### src/rtl/ecall_io_ctrl.sv
// Ecall I/O sequencer: debounced confirm button, read-int / print-int / exit handling.
// Optional wait-state abort is enabled by defining ECALL_TIMEOUT_EN.
//
// state      | meaning
// IDLE       | no ecall in flight, accepting new ecalls
// WAIT_REL   | ecall accepted, waiting for the debounced button to be released
// WAIT_PRESS | waiting for a fresh debounced press
// SHOW       | print acknowledged, completion pulse on the way out
// HALT       | program exited, frozen until reset
module ecall_io_ctrl #(
    parameter int DEB_CYCLES     = 20,
    parameter int TIMEOUT_CYCLES = 1000
) (
    input  logic        clk,
    input  logic        rst,
    input  logic        ecall_valid,
    input  logic [11:0] EcallOp,
    input  logic [31:0] a0_data,
    input  logic        conf_btn,
    input  logic [11:0] switch_data,
    output logic        stall,
    output logic        done,
    output logic        eRead,
    output logic        eWrite,
    output logic [31:0] ecall_rdata,
    output logic [31:0] disp_data,
    output logic        err_op,
    output logic        halted,
    output logic        timeout
);

    localparam logic [11:0] OP_PRINT = 12'd1;
    localparam logic [11:0] OP_READ  = 12'd5;
    localparam logic [11:0] OP_EXIT  = 12'd10;
    localparam int DEB_W = $clog2(DEB_CYCLES + 1);

    generate
        if (DEB_CYCLES < 1 || TIMEOUT_CYCLES < 1) begin : g_badParam
            $error("ecall_io_ctrl: DEB_CYCLES and TIMEOUT_CYCLES must be at least 1");
        end
    endgenerate

    typedef enum logic [2:0] {
        IDLE       = 3'd0,
        WAIT_REL   = 3'd1,
        WAIT_PRESS = 3'd2,
        SHOW       = 3'd3,
        HALT       = 3'd4
    } ecallState_t;

    ecallState_t state, nextState;

    logic             btnDb, btnDbPrev, press;
    logic [DEB_W-1:0] debCnt;

    logic        opIsRead, opIsReadN;
    logic        doneR, doneN, doneQ;
    logic        eReadR, eReadN;
    logic        eWriteR, eWriteN;
    logic [31:0] rdataR, rdataN;
    logic [31:0] dispR, dispN;

    logic opSupported, idleValid, accept, errOp, holdErr, waiting, timeoutHit;

    always_ff @(posedge clk) begin
        if (rst) begin
            btnDb     <= 1'b0;
            btnDbPrev <= 1'b0;
            debCnt    <= '0;
        end else begin
            btnDbPrev <= btnDb;
            if (conf_btn != btnDb) begin
                if (debCnt >= DEB_W'(DEB_CYCLES - 1)) begin
                    btnDb  <= conf_btn;
                    debCnt <= '0;
                end else begin
                    debCnt <= debCnt + 1'b1;
                end
            end else begin
                debCnt <= '0;
            end
        end
    end

    assign press = btnDb & ~btnDbPrev;

    assign opSupported = (EcallOp == OP_PRINT) || (EcallOp == OP_READ) || (EcallOp == OP_EXIT);
    // The completion cycle releases the pipeline, so the still-present ecall is not re-taken.
    assign idleValid = (state == IDLE) && ecall_valid && !doneR;
    assign accept    = idleValid && opSupported;
    // An unsupported op right after any done pulse is held one cycle to keep pulses apart.
    assign errOp     = idleValid && !opSupported && !doneQ;
    assign holdErr   = idleValid && !opSupported && doneQ;
    assign waiting   = (state == WAIT_REL) || (state == WAIT_PRESS);

`ifdef ECALL_TIMEOUT_EN
    localparam int TO_W = $clog2(TIMEOUT_CYCLES + 1);
    logic [TO_W-1:0] toCnt;
    logic            timeoutR;

    always_ff @(posedge clk) begin
        if (rst || !waiting) begin
            toCnt <= '0;
        end else if (toCnt < TO_W'(TIMEOUT_CYCLES - 1)) begin
            toCnt <= toCnt + 1'b1;
        end
    end

    // A press landing on the expiry cycle still completes normally.
    assign timeoutHit = waiting && (toCnt == TO_W'(TIMEOUT_CYCLES - 1))
                        && !((state == WAIT_PRESS) && press);

    always_ff @(posedge clk) begin
        if (rst) begin
            timeoutR <= 1'b0;
        end else if (timeoutHit) begin
            timeoutR <= 1'b1;
        end
    end

    assign timeout = timeoutR;
`else
    assign timeoutHit = 1'b0;
    assign timeout    = 1'b0;
`endif

    always_comb begin
        nextState = state;
        doneN     = 1'b0;
        eReadN    = 1'b0;
        eWriteN   = 1'b0;
        rdataN    = rdataR;
        dispN     = dispR;
        opIsReadN = opIsRead;
        case (state)
            IDLE: begin
                if (accept) begin
                    if (EcallOp == OP_READ) begin
                        opIsReadN = 1'b1;
                        nextState = WAIT_REL;
                    end else if (EcallOp == OP_PRINT) begin
                        opIsReadN = 1'b0;
                        dispN     = a0_data;
                        eWriteN   = 1'b1;
                        nextState = WAIT_REL;
                    end else begin
                        nextState = HALT;
                    end
                end
            end
            WAIT_REL: begin
                if (timeoutHit) begin
                    doneN     = 1'b1;
                    nextState = IDLE;
                    if (opIsRead) begin
                        eReadN = 1'b1;
                        rdataN = '0;
                    end
                end else if (!btnDb) begin
                    nextState = WAIT_PRESS;
                end
            end
            WAIT_PRESS: begin
                if (press) begin
                    if (opIsRead) begin
                        rdataN    = {20'h0, switch_data};
                        eReadN    = 1'b1;
                        doneN     = 1'b1;
                        nextState = IDLE;
                    end else begin
                        nextState = SHOW;
                    end
                end else if (timeoutHit) begin
                    doneN     = 1'b1;
                    nextState = IDLE;
                    if (opIsRead) begin
                        eReadN = 1'b1;
                        rdataN = '0;
                    end
                end
            end
            SHOW: begin
                doneN     = 1'b1;
                nextState = IDLE;
            end
            HALT: begin
                nextState = HALT;
            end
            default: begin
                nextState = IDLE;
            end
        endcase
    end

    always_ff @(posedge clk) begin
        if (rst) begin
            state    <= IDLE;
            opIsRead <= 1'b0;
            doneR    <= 1'b0;
            doneQ    <= 1'b0;
            eReadR   <= 1'b0;
            eWriteR  <= 1'b0;
            rdataR   <= '0;
            dispR    <= '0;
        end else begin
            state    <= nextState;
            opIsRead <= opIsReadN;
            doneR    <= doneN;
            doneQ    <= done;
            eReadR   <= eReadN;
            eWriteR  <= eWriteN;
            rdataR   <= rdataN;
            dispR    <= dispN;
        end
    end

    assign stall       = accept || holdErr || (state != IDLE);
    assign done        = doneR || errOp;
    assign eRead       = eReadR;
    assign eWrite      = eWriteR;
    assign err_op      = errOp;
    assign ecall_rdata = rdataR;
    assign disp_data   = dispR;
    assign halted      = (state == HALT);

endmodule
### config.mk
export PLATFORM = sky130hd
export DESIGN_NAME = ecall_io_ctrl
export DESIGN_NICKNAME = d
export VERILOG_FILES = /design/src/rtl/ecall_io_ctrl.sv
export SDC_FILE = /design/constraint.sdc
export NUM_CORES = 1
export LEC_CHECK = 0
export ABC_AREA = 0
export BUFFER_PORTS_ARGS = -buffer_cell sky130_fd_sc_hd__buf_2
export CORE_MARGIN = 2
export CORE_UTILIZATION = 30
export DETAILED_ROUTE_END_ITERATION = 7
export HOLD_SLACK_MARGIN = 0.02
export PLACE_DENSITY = 0.69
export RECOVER_POWER = 25
export REMOVE_ABC_BUFFERS = 1
export SKIP_CTS_REPAIR_TIMING = 1
export SLEW_MARGIN = 25
export SYNTH_ARGS = -nofsm -noshare
export SYNTH_HDL_FRONTEND = slang
export SYNTH_SLANG_ARGS = --single-unit
### constraint.sdc
create_clock -name clk -period 1.98 [get_ports clk]
set_clock_uncertainty 0.05 [all_clocks]
set_input_delay 0.099 -clock clk [delete_from_list [all_inputs] [get_ports clk]]
set_output_delay 0.099 -clock clk [all_outputs]
set_load 0.02 [all_outputs]
Word-level counts from Yosys, hierarchy flattened. Index checks and enable logic that the tools add are counted.

Bits in registers: 59. Bits in latches: 0. RAM bits: 0. Bits in read-only memories: 0. Bits of input ports: 60. Output and inout port bits: 71. Logic and storage cells: 69. Memories: 0.

Add/subtract/negate cells: 1. $mul: 0. Divide/modulo/power cells: 0. $lt $le $gt $ge: 1. Equal/unequal tests: 11. Shift operators: 0. Mux-type cells: 13. Bitwise logic cells: 7. Reductions and logical operators: 25.

Operator list (number): two-way mux 3 bit (5); equality test 12 x 1 -> 1 bit (second input constant) (1); equality test 12 x 3 -> 1 bit (second input constant) (1); equality test 12 x 4 -> 1 bit (second input constant) (1); case mux 3 bit (4 select lines) (1); AND reduction 3 bit (3); equality test 3 x 2 -> 1 bit (second input constant) (2); logical AND 1 bit (6); != test 2 bit (second input constant) (3); NOT 1 bit (6); adder 5 x 1 -> 5 bit (second input constant) (1); greater-or-equal comparator 5 bit (second input constant) (1); logical OR 1 bit (5); two-way mux 1 bit (5); AND reduction 4 bit (1); OR reduction 4 bit (1); equality test 3 x 1 -> 1 bit (second input constant) (1); equality test 3 bit (second input constant) (1); zero test 1 bit (3); zero test 3 bit (1); nonzero test 3 bit (1); OR reduction 3 bit (1); two-way mux 2 bit (1); case mux 1 bit (2 select lines) (1); other kinds (5) (5).

Depth between registers and ports, before layout.
Depth in word-level cells: 8. Depth in mapped cells: 6.

Worst setup path before layout. OpenSTA, ideal clock, no wires.

Path type: register to register. Start: register state[1]. End: register rdataR[10] (netlist: ecall_rdata[10]). Arrival: 1550 ps. Data required time: 1802 ps. Slack: 253 ps. Stages on the path, launching flop included: 7. Path buffers: 2. Clock period less this slack: 1727 ps. Cells stage by stage: dfxtp_1 > or3b_1 > and4bb_1 > buf_4 > buf_6 > mux2i_1 > nor2_1.

Word-level cells in the longest chain between the ends: 2.

RTL lines: start: declaration (line 51) `ecallState_t state, nextState;`; start signal: assignment (line 206) `state <= nextState;`; equality test 3 x 2 -> 1 bit (line 135) `case (state)`; AND reduction 3 bit (no line); end signal: assignment (line 212) `rdataR <= rdataN;`; end: declaration (line 60) `logic [31:0] rdataR, rdataN;`.

Every way passes these cells. A chain may end at the register's enable or synchronous reset.

Final worst setup path.
Start: register state[1]. End: register rdataR[8] (netlist: ecall_rdata[8]).

Same word-level chain as after synthesis.

==> impl_metrics.toml <==
[power_and_ir_drop]
power.share.clock_pct = 43.9
internal_power_mw = 1.98
seqPwrFrac_pct = 46.7
power_density_nw_per_um2 = 677
ir_drop_mv = 0.311
swShare_pct = 22.4
comb_power_share_pct = 9.4
p_switching_uw = 573
leakagePower_nw = 1.60

[clocking]
tritoncts = "done"
clock_path_buffers = 2
path_clk_slew_ps = 70
clk_root_buffer_cell = "clkbuf_8"
cts_sinks = 59
numCtsBuffers = 9
clock_latency_ps = 330
cts_htree_levels = 3

[synth]
synth_top_family_by_area = "simple AND/OR/NAND/NOR gates"
ys_top_cells_by_area = "dfxtp_1 46%, mux2i_1 18%, nand2_1 9.5%"
synth-xor-area-share_pct = 1.38
ys_ff_latch = 59
synth_ff_type = "dfxtp_1"
syn_area_um2 = 2540
synth-simple-area-share_pct = 20.3
yosysTopAreaCell = "dfxtp_1"
yosysWarnings = 0
synth_top_area_share_pct = 46.5
synth_adder_area_share_pct = 0.492
synth_common_cells = "64 x nand2_1, 59 x dfxtp_1, 45 x mux2i_1"
muxShareOfSynthArea_pct = 17.7
synth_compound_area_share_pct = 3.69
synth_enable_flop_cells = 0
synthDistinctLibCells = 36
synth_area_per_cell_um2 = 9.24
yosysMostFrequentCell = "nand2_1"
async_flop_share_pct = 0
syn_inst = 275
ys_seq_area_share_pct = 46.5

[detailed_routing]
ant_nets = 0
totalWireLength_mm = 6.40
via_per_inst = 4.27
wl_per_cell_um = 11.9
drc = 0
drt_iter0_markers = 53
detail_route.first_pass.iterations = 4
vias = 2296

[finish]
area_growth_pct = 48.4
multi_input_area_um2 = 1190
fillCellCount = 818
register_area_um2 = 1180
design_area_um2 = 3770
diodes = 0
drive_gt1_share_pct = 24.7
layout.nets = 491
finalCoreUtilization_pct = 45.9

[sta]
hold_viol_final = 1
setup_tns_ps = 0
worst_slack_ps = 151
timing.fmax_mhz = 547
post-route-min-period_ps = 1830
finalCritPeriodShare_pct = 92.4
finalMaxSlewViolations = 0
setup_viol = 0
timing.hold.ws_ps = -20.7
rsz0062_at_grt = "false"

[die]
ios = 131
die_h_um = 96.0
die_x_um = 96.0
rows = 33
start_util_pct = 30.9
core_um2 = 8220
dieArea_um2 = 9220

[global_routing]
grt_remaining_overflow = 0
antenna_found_initial = 0
track_usage_pct = 12.8
grt_pass1_vias = 2020
grt_pass1_wl_mm = 9.09
grt_max_degree = 53

[hold_path]
min_path_type = "input pin to register"

[setup_path]
cp_data_required_time_ps = 2140
cp-end-kind = "register"
critPathSlowestCell = "dfxtp_1"
critical_path_class = "register to register"
crit_path_max_fanout = 13
start_kind = "register"
cp_top_family = "simple AND/OR/NAND/NOR gates"
crit_path_max_incr_delay_ps = 460
worstPathArrival_ps = 1990
r2r_setup_slack_ps = 150
cp_num_buf_inv = 1
crit_chain = "or3b_1 > and4bb_1 > buf_12 > mux2i_1 > nor2_1"

[run_status]
outcome = "complete, but fails checks"
violations = "negative hold slack"

[place]
place_area_um2 = 3160
dp_hpwl_mm = 4.29
dp_slack_ps = 168
place_congestion = 0.725
portBuffers = 109

[flow_run]
max_cap_viol_count = 0
per-layer routing:
layer  GRT usage [%]  part of all wire [%]  routed length, um
met3            5.09                   5.4                345
met2            22.1                    52               3320
met1            13.9                    41               2630
met4            5.36                   1.5                 99
met5               0                     0                  0
power by group through the flow:
stage	logic, mW	clock network [mW]	registers (mW)
after floorplan	0.0863	0	1.22
after global placement	0.170	0	1.22
after detailed placement	0.173	0	1.22
after CTS	0.174	1.17	1.19
after global routing	0.267	1.21	1.19
final	0.241	1.12	1.19
stage by stage:
stage / hold slack, ps / total power [mW] / cells
2_1_floorplan: 118 / 1.30 / 260
5_1_grt: 28.0 / 2.66 / 538
6_report: -20.7 / 2.55 / 538
3_5_place_dp: 297 / 1.39 / 480
4_1_cts: -64.9 / 2.53 / 494
3_3_place_gp: 281 / 1.39 / 480
worst paths after layout:
kind | cells after the start | to | start
max | 5 | ecall_rdata[8] | state[1]
min | 3 | disp_data[30] | a0_data[30]
max reg2reg | 5 | ecall_rdata[8] | state[1]
min reg2reg | 2 | disp_data[26] | disp_data[26]
final cells by class:
type | count | share of cell area, %
Multi-Input combinational cell | 197 | 31.7
Clock buffer | 12 | 4.38
Sequential cell | 59 | 31.3
Timing Repair Buffer | 159 | 27.8
Inverter | 4 | 0.398
Clock inverter | 2 | 0.929
Tap cell | 105 | 3.48
state kept, by name, indices dropped and copies added (netlist names):
signal / cells
disp_data: 32
state: 3
eRead: 1
btnDbPrev: 1
eWrite: 1
opIsRead: 1
doneR: 1
doneQ: 1
btnDb: 1
ecall_rdata: 12
debCnt: 5
worst reg2reg max path: stages, from the launching register on:
cell	delay [ps]
dfxtp_1	460
or3b_1	430
and4bb_1	350
buf_12	170
mux2i_1	200
nor2_1	60
cells in the final DEF, fill, tap and decap left out, types with 2 or more instances in the layout:
| cell | n |
|---|---|
| clkbuf_8 | 12 |
| a21oi_1 | 2 |
| buf_2 | 83 |
| or3_1 | 2 |
| nand2_1 | 64 |
| nor2_1 | 21 |
| buf_12 | 4 |
| buf_4 | 2 |
| nor3_1 | 2 |
| nand2b_1 | 2 |
| xor2_1 | 2 |
| inv_1 | 3 |
| xnor2_1 | 2 |
| nor4_1 | 3 |
| dlygate4sd3_1 | 44 |
| nand3_1 | 3 |
| nor3b_1 | 3 |
| conb_1 | 21 |
| dfxtp_1 | 59 |
| o21ai_0 | 3 |
| mux2i_1 | 45 |
| clkbuf_1 | 26 |
| nor2b_1 | 5 |
cells by family (layout without fill, tap and decap cells):
family	count (synthesis)	after routing
AO/OA/AOI/OAI	13	13
XOR/XNOR	4	4
adder cells (fa/ha/maj)	1	1
buffers and inverters	39	177
flip-flops	59	59
multiplexers	45	45
other	1	21
AND/OR/NAND/NOR	113	113
Power figures use the tool's default switching activity.
